$ cat src/rtl/hazard_scoreboard_pkg.sv
// Shared encodings and the scoreboard entry type for the decode-stage hazard unit.
// Entry fields are sized for the largest supported configuration; unused upper bits stay zero.
package hazard_scoreboard_pkg;

  localparam int SB_DST_W = 16;
  localparam int SB_LAT_W = 8;

  localparam logic [1:0] FWD_RF  = 2'd0;
  localparam logic [1:0] FWD_EX  = 2'd1;
  localparam logic [1:0] FWD_MEM = 2'd2;
  localparam logic [1:0] FWD_WB  = 2'd3;

  localparam int LAT_ALU  = 1;
  localparam int LAT_LOAD = 2;

  typedef struct packed {
    logic                valid;
    logic [SB_DST_W-1:0] dst;
    logic [SB_LAT_W-1:0] lat;
  } sb_entry_t;

endpackage

$ cat src/rtl/hazard_src_lookup.sv
// Youngest-match search over the scoreboard for one source operand.
// Produces a hazard flag, or the stage to forward from when the value already exists.
module hazard_src_lookup
  import hazard_scoreboard_pkg::*;
#(
  parameter int STAGES         = 3,
  parameter int RW             = 5,
  parameter int SW             = 2,
  parameter bit ZERO_HARDWIRED = 1'b1
) (
  input  sb_entry_t [STAGES:1] i_entries,
  input  logic [RW-1:0]        i_src,
  input  logic                 i_re,
  output logic                 o_hazard,
  output logic [SW-1:0]        o_fwd
);

  logic src_ok;

  always_comb begin
    src_ok   = i_re && !(ZERO_HARDWIRED && (i_src == '0));
    o_hazard = 1'b0;
    o_fwd    = SW'(FWD_RF);
    // Scan oldest to youngest so the lowest matching stage has the final say.
    for (int k = STAGES; k >= 1; k--) begin
      if (src_ok && i_entries[k].valid && (i_entries[k].dst == SB_DST_W'(i_src))) begin
        o_hazard = (SB_LAT_W'(k) < i_entries[k].lat);
        o_fwd    = o_hazard ? SW'(FWD_RF) : SW'(k);
      end
    end
  end

endmodule

$ cat src/rtl/hazard_scoreboard.sv
// Decode-stage hazard unit: shift-register scoreboard of in-flight writes driving
// stall, EX bubble insert and per-operand forwarding selects, plus a stall counter.
module hazard_scoreboard
  import hazard_scoreboard_pkg::*;
#(
  parameter int NREG           = 32,
  parameter int STAGES         = 3,
  parameter bit ZERO_HARDWIRED = 1'b1,
  parameter int CNT_W          = 16,
  localparam int RW            = $clog2(NREG),
  localparam int SW            = $clog2(STAGES + 1),
  localparam int LW            = $clog2(STAGES + 1)
) (
  input  logic             i_clk,
  input  logic             i_rst,
  input  logic             i_issue_valid,
  input  logic [RW-1:0]    i_rs,
  input  logic             i_rs_re,
  input  logic [RW-1:0]    i_rt,
  input  logic             i_rt_re,
  input  logic [RW-1:0]    i_dst,
  input  logic             i_dst_we,
  input  logic [LW-1:0]    i_dst_lat,
  input  logic             i_flush,
  output logic             o_stall,
  output logic             o_we_dec,
  output logic             o_s_rst_ex,
  output logic [SW-1:0]    o_fwd_rs,
  output logic [SW-1:0]    o_fwd_rt,
  output logic [CNT_W-1:0] o_stall_cnt
);

  // Issue handshake: an instruction presented with i_issue_valid is accepted on the
  // rising edge unless o_stall or i_flush is high in that same cycle; stages past
  // issue never stall, so the scoreboard shifts unconditionally every edge.

  sb_entry_t [STAGES:1] entry_q, entry_d;
  logic [CNT_W-1:0]     stall_cnt_q, stall_cnt_d;
  logic                 hz_rs, hz_rt;
  logic [SW-1:0]        fwd_rs, fwd_rt;
  logic [LW-1:0]        lat_norm;
  logic                 stall;

  hazard_src_lookup #(
    .STAGES         (STAGES),
    .RW             (RW),
    .SW             (SW),
    .ZERO_HARDWIRED (ZERO_HARDWIRED)
  ) u_lookup_rs (
    .i_entries (entry_q),
    .i_src     (i_rs),
    .i_re      (i_rs_re),
    .o_hazard  (hz_rs),
    .o_fwd     (fwd_rs)
  );

  hazard_src_lookup #(
    .STAGES         (STAGES),
    .RW             (RW),
    .SW             (SW),
    .ZERO_HARDWIRED (ZERO_HARDWIRED)
  ) u_lookup_rt (
    .i_entries (entry_q),
    .i_src     (i_rt),
    .i_re      (i_rt_re),
    .o_hazard  (hz_rt),
    .o_fwd     (fwd_rt)
  );

  always_comb begin
    if (i_dst_lat == '0) begin
      lat_norm = LW'(LAT_ALU);
    end else if (i_dst_lat > LW'(STAGES)) begin
      lat_norm = LW'(STAGES);
    end else begin
      lat_norm = i_dst_lat;
    end

    stall = i_issue_valid & ~i_flush & (hz_rs | hz_rt);

    // A stalled or flushed slot enters the pipe as an invalid entry: the bubble.
    entry_d[1].valid = i_issue_valid & ~stall & ~i_flush & i_dst_we
                       & ~(ZERO_HARDWIRED && (i_dst == '0));
    entry_d[1].dst   = SB_DST_W'(i_dst);
    entry_d[1].lat   = SB_LAT_W'(lat_norm);
    for (int k = 1; k < STAGES; k++) begin
      entry_d[k+1] = entry_q[k];
    end

    if (stall && (stall_cnt_q != '1)) begin
      stall_cnt_d = stall_cnt_q + CNT_W'(1);
    end else begin
      stall_cnt_d = stall_cnt_q;
    end
  end

  always_ff @(posedge i_clk or posedge i_rst) begin
    if (i_rst) begin
      entry_q     <= '0;
      stall_cnt_q <= '0;
    end else begin
      entry_q     <= entry_d;
      stall_cnt_q <= stall_cnt_d;
    end
  end

  assign o_stall     = stall;
  assign o_we_dec    = stall;
  assign o_s_rst_ex  = stall | i_flush;
  assign o_fwd_rs    = fwd_rs;
  assign o_fwd_rt    = fwd_rt;
  assign o_stall_cnt = stall_cnt_q;

endmodule

$ cat config.mk
export PLATFORM = sky130hd
export DESIGN_NAME = hazard_scoreboard
export DESIGN_NICKNAME = d
export VERILOG_FILES = /design/src/rtl/hazard_scoreboard_pkg.sv /design/src/rtl/hazard_src_lookup.sv /design/src/rtl/hazard_scoreboard.sv
export SDC_FILE = /design/constraint.sdc
export NUM_CORES = 1
export LEC_CHECK = 0
export BUFFER_PORTS_ARGS = -buffer_cell sky130_fd_sc_hd__buf_2
export CAP_MARGIN = 25
export CORE_MARGIN = 2
export CORE_UTILIZATION = 35
export CTS_CLUSTER_DIAMETER = 150
export CTS_CLUSTER_SIZE = 8
export DETAILED_ROUTE_END_ITERATION = 6
export PLACE_DENSITY = 0.66
export SLEW_MARGIN = 40
export SYNTH_ARGS = -nofsm -noshare
export SYNTH_HDL_FRONTEND = slang
export SYNTH_SLANG_ARGS = --single-unit
$ cat constraint.sdc
create_clock -name i_clk -period 2.79 [get_ports i_clk]
set_input_delay 0.6975 -clock i_clk [delete_from_list [all_inputs] [get_ports i_clk]]
set_output_delay 0.6975 -clock i_clk [all_outputs]
set_load 0.1 [all_outputs]
==> results of run 1 <==
cells by family after synthesis:
group                      synth area share
and+or+nand+nor                       0.176
xor gates and xnor gates              0.212
DFF                                   0.511
AOI/OAI and AO/OA                    0.0572
buffers and inverters                0.0202
muxes                                0.0168
adders and majority gates           0.00673
worst min path at each step:
stage	from	to	slack [ps]
after global routing	entry_d[25]	entry_d[50]	370
after detailed placement	entry_d[25]	entry_d[50]	340
after global placement	entry_d[25]	entry_d[50]	330
after CTS	entry_d[25]	entry_d[50]	350
final	entry_d[25]	entry_d[50]	350
after floorplan	entry_d[25]	entry_d[50]	330
worst reg2reg max path: cells and delay by family (launching register included):
family	cells	cell delay, ps
buffers and inverters	4	600
AND/OR/NAND/NOR	3	580
flip-flops	1	410
XOR/XNOR	2	370
AO/OA/AOI/OAI	2	360
state kept, by name, summed over array words and instances (netlist names):
| name | flops |
|---|---|
| entry_d | 16 |
| o_stall_cnt | 16 |
| entry_q | 6 |
report_power, final:
group	leakage [nW]	switching [W]	internal (W)
logic	0.706	0.0000804	0.0000669
registers	0.483	0.0000181	0.000567
clock network	0.0714	0.000190	0.000381
total	1.26	0.000288	0.00102
layer usage:
metal,vias up,GRT usage
met3,4,0.0388
li1,721,-
met5,-,0
met2,35,0.250
met4,0,0.0564
met1,714,0.222
per-stage QoR:
step / total power (W) / hold WS (ps) / instance area [µm²]
final: 0.00130 / 350 / 2760
after global routing: 0.00135 / 368 / 2760
after CTS: 0.00131 / 355 / 2680
after detailed placement: 0.000729 / 336 / 2470
after global placement: 0.000728 / 335 / 2470
after floorplan: 0.000665 / 331 / 1940
timing repair:
| action | in CTS | in global routing |
|---|---|---|
| setup buffers | 5 | 5 |
| pin swaps | 7 | 7 |
| hold buffers | 0 | 0 |
| gates resized for setup | 9 | 7 |
| setup endpoints to repair | 7 | 21 |
cell type report:
cell class / instances / area share
Tap cell: 70 / 0.0318
Inverter: 3 / 0.00409
Multi-Input combinational cell: 116 / 0.355
Clock buffer: 6 / 0.0300
Sequential cell: 38 / 0.345
Timing Repair Buffer: 75 / 0.212
Clock inverter: 2 / 0.0218
cells in the final DEF (no fill, tap or decap), types with 3 or more instances in the layout:
master	n
xnor2_1	27
nand2_1	11
and3_1	4
nor4_1	4
buf_6	5
nand4_1	7
dfrtp_1	38
buf_12	7
nor2_1	3
nand2b_1	3
inv_1	3
xor2_1	18
buf_2	34
clkbuf_8	6
buf_4	29
nand3_1	9
==> results.ini, run 1 <==
[setup_path]
start_kind=primary input
path_delay_family=simple AND/OR/NAND/NOR gates
max_stage_delay_ps=530
endpoint=o_fwd_rt[0]
path_cells=buf_6 -> or4_4 -> o21ai_4 -> buf_4 -> nor3_4 -> or3_4 -> mux2i_4 -> buf_12
r2r_slack_ps=360
reg2regPathDepth=11
critPathSlowestCell=or4_4
rr_endpoint=o_stall_cnt[8]
crit_fanout=4
cp-end-kind=primary output
cp_data_required_time_ps=2090
r2r_start=entry_d[61]
crit_buf_inv=3
crit_start=i_rt[0]
crit_arrival_ps=2450
cp.depth=8
path_class=primary input to primary output

[global_route]
grt_max_degree=39
grt_pass1_wl_um=7710
grt-ovfl-total=0
antenna_found_initial=0
grt.total_usage=0.162
grt_pass1_vias=1607

[run]
cap_violations=0

[outcome]
status=finished with violations
violations=negative setup slack

[drt]
via_per_inst=4.75
drt_iter0_drc=53
routed_wl_um=4320
dr.pass1.iters=4
met1_length_um=2060
met2WireLength_um=2020
route.met3.wl_um=207
drtAntennaViolNets=0
drc=0
drt-wirelength-per-cell_um=13.9
top_layer_used=met4
dr_total_vias=1474

[logic_synthesis]
yosysMostFrequentCell=dfrtp_1
ys_warn_count=0
synth.distinct_cells=39
synthCells=161
synth_top_area_share=0.511
yosysTopAreaCell=dfrtp_1
syn_area_per_cell_um2=11.5
synthesis.area_um2=1860
synth_top_cells_by_area=dfrtp_1 (51%), xnor2_1 (13%), xor2_1 (8.5%)
async_flop_share=1.00
synthTopCellsByCount=dfrtp_1 (38), xnor2_1 (27), xor2_1 (18)
synth_seq_cells=38
ys_seq_area_frac=0.511
ys.flop_type=dfrtp_1
syn_nets=186
synth_edf_count=0

[placement]
dp.cells=293
gp_congestion=0.841
hpwl_um=3150
place_ws_ps=-399
numPortBuffers=46

[worst_hold_path]
min_path_cells=0
hold_path.class=flip-flop to flip-flop

[timing]
rsz0062_at_grt=true
layout_setup_ws_ps=-360
relSlewSlack=0.669
timing.final.crit_share=1.13
setup_violations=7
tightest_slew_ps=496
setup_tns_ps=-2260
hold_violations=0
fin_skew_ps=8.35
slew_viol_final=0
fmax_ghz=0.318
fin_crit_ps=3150

[layout]
fillCellCount=452
syn2layout_area_growth_pct=48.3
drive_above_1_share=0.429
final_util=0.540
seq_area_um2=951
final_cells=310
multiInputGateArea_um2=980
fin_nets=264
n_antenna_cell=0

[die]
start_util=0.364
die-area_um2=5910
die_y_um=76.9
io_pins=47
die_width_um=76.9
placementRows=26
core_um2=5110

[cts]
htree_levels=2
clk_path_buf_depth=2
cts_root_buffer=clkbuf_8
clock_sinks=38
clk-insertion-delay-late_ps=290
cts_tree=done
cts.clk_slew.worst_paths_ps=80
cts_buffers=5

[power_and_ir_drop]
ir_drop_uv=217
pwr_density_cell_nw_per_um2=473
p_leak_nw=1.26

Power figures use the tool's default switching activity.
==> run 2: changes to the inputs <==
- CAP_MARGIN: 25 -> 10
- PLACE_DENSITY: 0.66 -> default
==> run 2 against run 1 <==
The run still ends with negative setup slack left; clock power is essentially flat; fmax increased by 0.29%; utilization is 0.074 points higher; design area up 0.14%; total power grew 0.25%; register-to-register slack gained 40 ps; clock skew shrank 0.75 ps; highest routed layer unchanged.
==> results.ini, run 2 (synthesized netlist as in run 1, its figures left out) <==
[outcome]
status=finished with violations
violations=negative setup slack

[drt]
dr_total_vias=1465
dr.pass1.iters=4
drt-wirelength-per-cell_um=14.1
drtAntennaViolNets=0
via_per_inst=4.70
routed_wl_um=4390
drc=0
drt_iter0_drc=72

[setup_path]
cp-end-kind=primary output
crit_arrival_ps=2440
path_cells=buf_6 -> or4_4 -> o21ai_4 -> and4b_1 -> o21ai_2 -> o21ai_2 -> a21o_2 -> buf_12
cp.depth=8
crit_top_cell=o21ai_2
critPathSlowestCell=or4_4
crit_fanout=4
max_stage_delay_ps=540
reg2regPathDepth=10
path_class=primary input to primary output
cp_data_required_time_ps=2090
path_delay_family=simple AND/OR/NAND/NOR gates
start_kind=primary input
crit_buf_inv=2

[die]
placementRows=26
die-area_um2=5910
core_um2=5110
io_pins=47
die_width_um=76.9
die_y_um=76.9
start_util=0.364

[timing]
fmax_ghz=0.318
tightest_slew_ps=490
rsz0062_at_grt=true
slew_viol_final=0
hold_violations=0
fin_skew_ps=7.60
fin_crit_ps=3140
relSlewSlack=0.675
setup_tns_ps=-2080
layout_setup_ws_ps=-351
setup_violations=7
timing.final.crit_share=1.13

[cts]
cts_root_buffer=clkbuf_8
cts_tree=done
htree_levels=2
clock_sinks=38
clk-insertion-delay-late_ps=290
clk_path_buf_depth=2
cts_buffers=5
hold_buffers=0
cts.clk_slew.worst_paths_ps=70

[global_route]
grt_pass1_wl_um=7600
grt_max_degree=39
grt_pass1_vias=1546
grt-ovfl-total=0
antenna_found_initial=0
grt.total_usage=0.162

[power_and_ir_drop]
clkPwrFrac=0.439
netSwitchingPower_w=0.000289
internal_power_w=0.00102
comb_power_share=0.113
power_w=0.00131
pwr_density_cell_nw_per_um2=474
p_leak_nw=1.26
p_sw_frac=0.221
power_frac_seq=0.448
ir_drop_uv=320

[worst_hold_path]
hold_path.class=flip-flop to flip-flop
min_path_cells=0

[placement]
dp.cells=298
dpl_cell_area_um2=2520
hpwl_um=3250
numPortBuffers=46
gp_congestion=0.867

[layout]
syn2layout_area_growth_pct=48.5
final_common_cell=dfrtp_1
final_cell_mix=dfrtp_1 (38), buf_2 (35), buf_4 (31)
fin_nets=266
drive_above_1_share=0.434
postLayoutCellArea_um2=2760
n_antenna_cell=0
final_cells=312

[run]
cap_violations=0

## run 2: cell types whose count changed in the layout (fill, tap and decap cells not counted)
cell,change
and4_1,+1
and4_4,-1
buf_12,+1
buf_2,+1
buf_4,+2
buf_6,-2
nor3_2,+1
nor3_4,-1
nor4_1,-1
nor4_2,+2
nor4_4,-1
or2_2,+1
or2_4,-1
## run 2: final cells by class
type / instances / area [µm²]
fillers: 437 / 2350
clock inverters: 2 / 60.1
inverters: 3 / 11.3
clock buffers: 6 / 82.6
multi-input cells: 116 / 966
repair buffers: 77 / 602
flip-flops and latches: 38 / 951
well taps: 70 / 87.6
## run 2: path summary, 6_finish.rpt
| kind | start | to | slack, ps |
|---|---|---|---|
| setup / recovery | i_rt[0] | o_s_rst_ex | -350 |
| hold / removal | entry_d[25] | entry_d[50] | 350 |
| setup reg to reg | entry_d[60] | o_stall_cnt[11] | 400 |
| hold reg to reg | entry_d[25] | entry_d[50] | 350 |
| max in group asynchronous | i_rst | entry_d[51] | 1950 |
| min in group asynchronous | i_rst | entry_q[59] | 500 |
## run 2: metrics by stage
step                 util  setup WS [ps]  hold slack [ps]
floorplan               -           -660              331
global placement    0.493           -381              336
detailed placement  0.493           -384              336
CTS                 0.537           -355              352
global route        0.540           -431              363
finish              0.540           -351              352
## run 2: routing by layer
layer,vias to the layer above,track usage,routed length [µm]
li1,720,-,-
met1,699,0.215,2070
met2,38,0.254,2050
met3,8,0.0541,204
met4,0,0.0455,59
met5,-,0,0
## run 2: power groups by stage
stage | logic (W) | clock network, W | registers (W)
after floorplan | 0.0000663 | 0 | 0.000599
after global placement | 0.000135 | 0 | 0.000596
after detailed placement | 0.000135 | 0 | 0.000596
after CTS | 0.000145 | 0.000587 | 0.000586
after global routing | 0.000160 | 0.000615 | 0.000589
final | 0.000148 | 0.000574 | 0.000586
## run 2: repair_timing
| item | CTS | global route |
|---|---|---|
| endpoints found under the setup margin | 7 | 7 |
| pin swaps | 5 | 3 |
| gates resized for setup | 10 | 1 |
| buffers inserted | 5 | 2 |
==> run 3: changes to the inputs <==
--- a/config.mk
+++ b/config.mk
@@ -8,9 +8,12 @@
 export BUFFER_PORTS_ARGS = -buffer_cell sky130_fd_sc_hd__buf_2
 export CAP_MARGIN = 10
+export CELL_PAD_IN_SITES_DETAIL_PLACEMENT = 1
+export CELL_PAD_IN_SITES_GLOBAL_PLACEMENT = 2
 export CORE_MARGIN = 2
-export CORE_UTILIZATION = 35
+export CORE_UTILIZATION = 30
 export CTS_CLUSTER_DIAMETER = 150
 export CTS_CLUSTER_SIZE = 8
 export DETAILED_ROUTE_END_ITERATION = 6
+export PLACE_DENSITY_LB_ADDON = 0.1
 export SLEW_MARGIN = 40
 export SYNTH_ARGS = -nofsm -noshare
==> constraint.sdc (replaced) <==
create_clock -name i_clk -period 2.79 [get_ports i_clk]
set_input_delay 0.4185 -clock i_clk [delete_from_list [all_inputs] [get_ports i_clk]]
set_output_delay 0.4185 -clock i_clk [all_outputs]
set_load 0.1 [all_outputs]
==> run 3 against run 2 <==
The run now ends clean; sequential power is essentially flat; fmax is 17% higher; first-iteration DRC count fell by 58%; clock power is 32% lower; register-to-register slack gained 80 ps; combinational power shrank 15%; total power decreased by 16%; critical path depth unchanged; clock skew decreased by 3.3 ps; utilization down 12 points.
==> results.ini, run 3 (synthesized netlist as in run 1, its figures left out) <==
[outcome]
status=completed

[global_route]
grt-ovfl-total=0
busiest_layer=met2
antenna_found_initial=0
grt_pass1_wl_um=7850
grt.met1_usage=0.191
grt.total_usage=0.155
grt_pass1_vias=1569
grt.met3_usage=0.0370
grt_max_degree=39
grt_use_met2=0.267

[setup_path]
cp_data_required_time_ps=2370
r2r_start=o_stall_cnt[7]
crit_start=i_rt[3]
crit_top_cell=o21ai_2
path_delay_family=simple AND/OR/NAND/NOR gates
crit_buf_inv=2
cp-end-kind=primary output
path_cells=buf_2 -> or4_1 -> o21ai_2 -> and4b_1 -> o21ai_0 -> o21ai_2 -> a21o_1 -> buf_12
max_stage_delay_ps=520
crit_arrival_ps=2260
start_kind=primary input
path_class=primary input to primary output
crit_fanout=4
critPathSlowestCell=or4_1

[timing]
tightest_slew_ps=483
holdWs_ps=241
rsz0062_at_grt=false
fmax_ghz=0.374
slew_viol_final=0
timing.final.crit_share=0.959
setup_tns_ps=0
hold_violations=0
fin_crit_ps=2680
fin_skew_ps=4.26
relSlewSlack=0.678
setup_violations=0

[worst_hold_path]
hold_path.class=primary input to async pin

[drt]
routed_wl_um=4750
dr.pass1.iters=4
via_per_inst=4.82
drt_iter0_drc=30
drc=0
drt-wirelength-per-cell_um=16.0
dr_total_vias=1432
drtAntennaViolNets=0

[run]
cap_violations=0

[placement]
numPortBuffers=46
gp_congestion=0.810
hpwl_um=3750

[cts]
cts_root_buffer=clkbuf_8
cts_buffers=5
cts.clk_slew.worst_paths_ps=70
clock_sinks=38
clk-insertion-delay-late_ps=280
htree_levels=2
cts_tree=done
clk_path_buf_depth=2
hold_buffers=0

[die]
io_pins=47
die_width_um=82.7
die-area_um2=6840
start_util=0.312
die_y_um=82.7
core_um2=5960
placementRows=28

[layout]
n_antenna_cell=0
final_common_cell=buf_2
final_cell_mix=buf_2 (39), dfrtp_1 (38), xnor2_1 (27)
fin_nets=246
syn2layout_area_growth_pct=34.8
drive_above_1_share=0.356

[power_and_ir_drop]
pwr_density_cell_nw_per_um2=440
ir_drop_uv=150
p_leak_nw=1.12

==> run 3: timing repair <==
item | in CTS | in global routing
pin swaps | 0 | 1
setup buffers | 0 | 1
setup endpoints to repair | 2 | 2
gates resized for setup | 2 | 1
==> run 3: final cells by class <==
class                      instances  area (µm²)
multi-input combinational        116         941
clock buffer                       7        86.3
fill                             681        3450
sequential                        38         951
clock inverter                     1        5.00
timing repair buffer              57         418
inverter                           3        11.3
tap                               75        93.8
==> run 3: final timing paths <==
path / end / slack (ps) / depth (start not counted)
worst min-delay path: entry_d[37] / 240 / 3
worst min register to register: entry_d[50] / 350 / 0
worst max register to register: o_stall_cnt[4] / 480 / 8
min in group i_clk: entry_d[33] / 250 / 1
worst max-delay path: o_s_rst_ex / 110 / 8
max in group asynchronous: o_stall_cnt[2] / 2220 / 3
==> run 3: metal layers <==
layer	vias up	routed length (µm)	part of all wire
met5	-	0	0
li1	681	-	-
met4	0	38	0.0080
met1	711	2020	0.43
met2	36	2450	0.52
met3	4	231	0.049
==> run 3: worst min-delay path: stages <==
cell	delay (ps)
buf_2	90
inv_1	40
buf_4	410
==> run 3: per-stage QoR <==
step | cells | cell area (µm²) | setup WS (ps) | utilization | power [W]
floorplan | 161 | 1920 | -228 | - | 0.000665
global placement | 288 | 2390 | 72.4 | 0.402 | 0.000717
detailed placement | 288 | 2390 | -7.05 | 0.402 | 0.000722
CTS | 296 | 2490 | 85.3 | 0.419 | 0.00112
global route | 297 | 2510 | 7.25 | 0.421 | 0.00116
finish | 297 | 2510 | 114 | 0.421 | 0.00110
==> run 3: report_power, final <==
part,switching (W),leakage (nW),internal [W]
combinational,0.0000755,0.591,0.0000508
clock,0.000194,0.0482,0.000200
sequential,0.0000168,0.483,0.000567
total,0.000286,1.12,0.000818
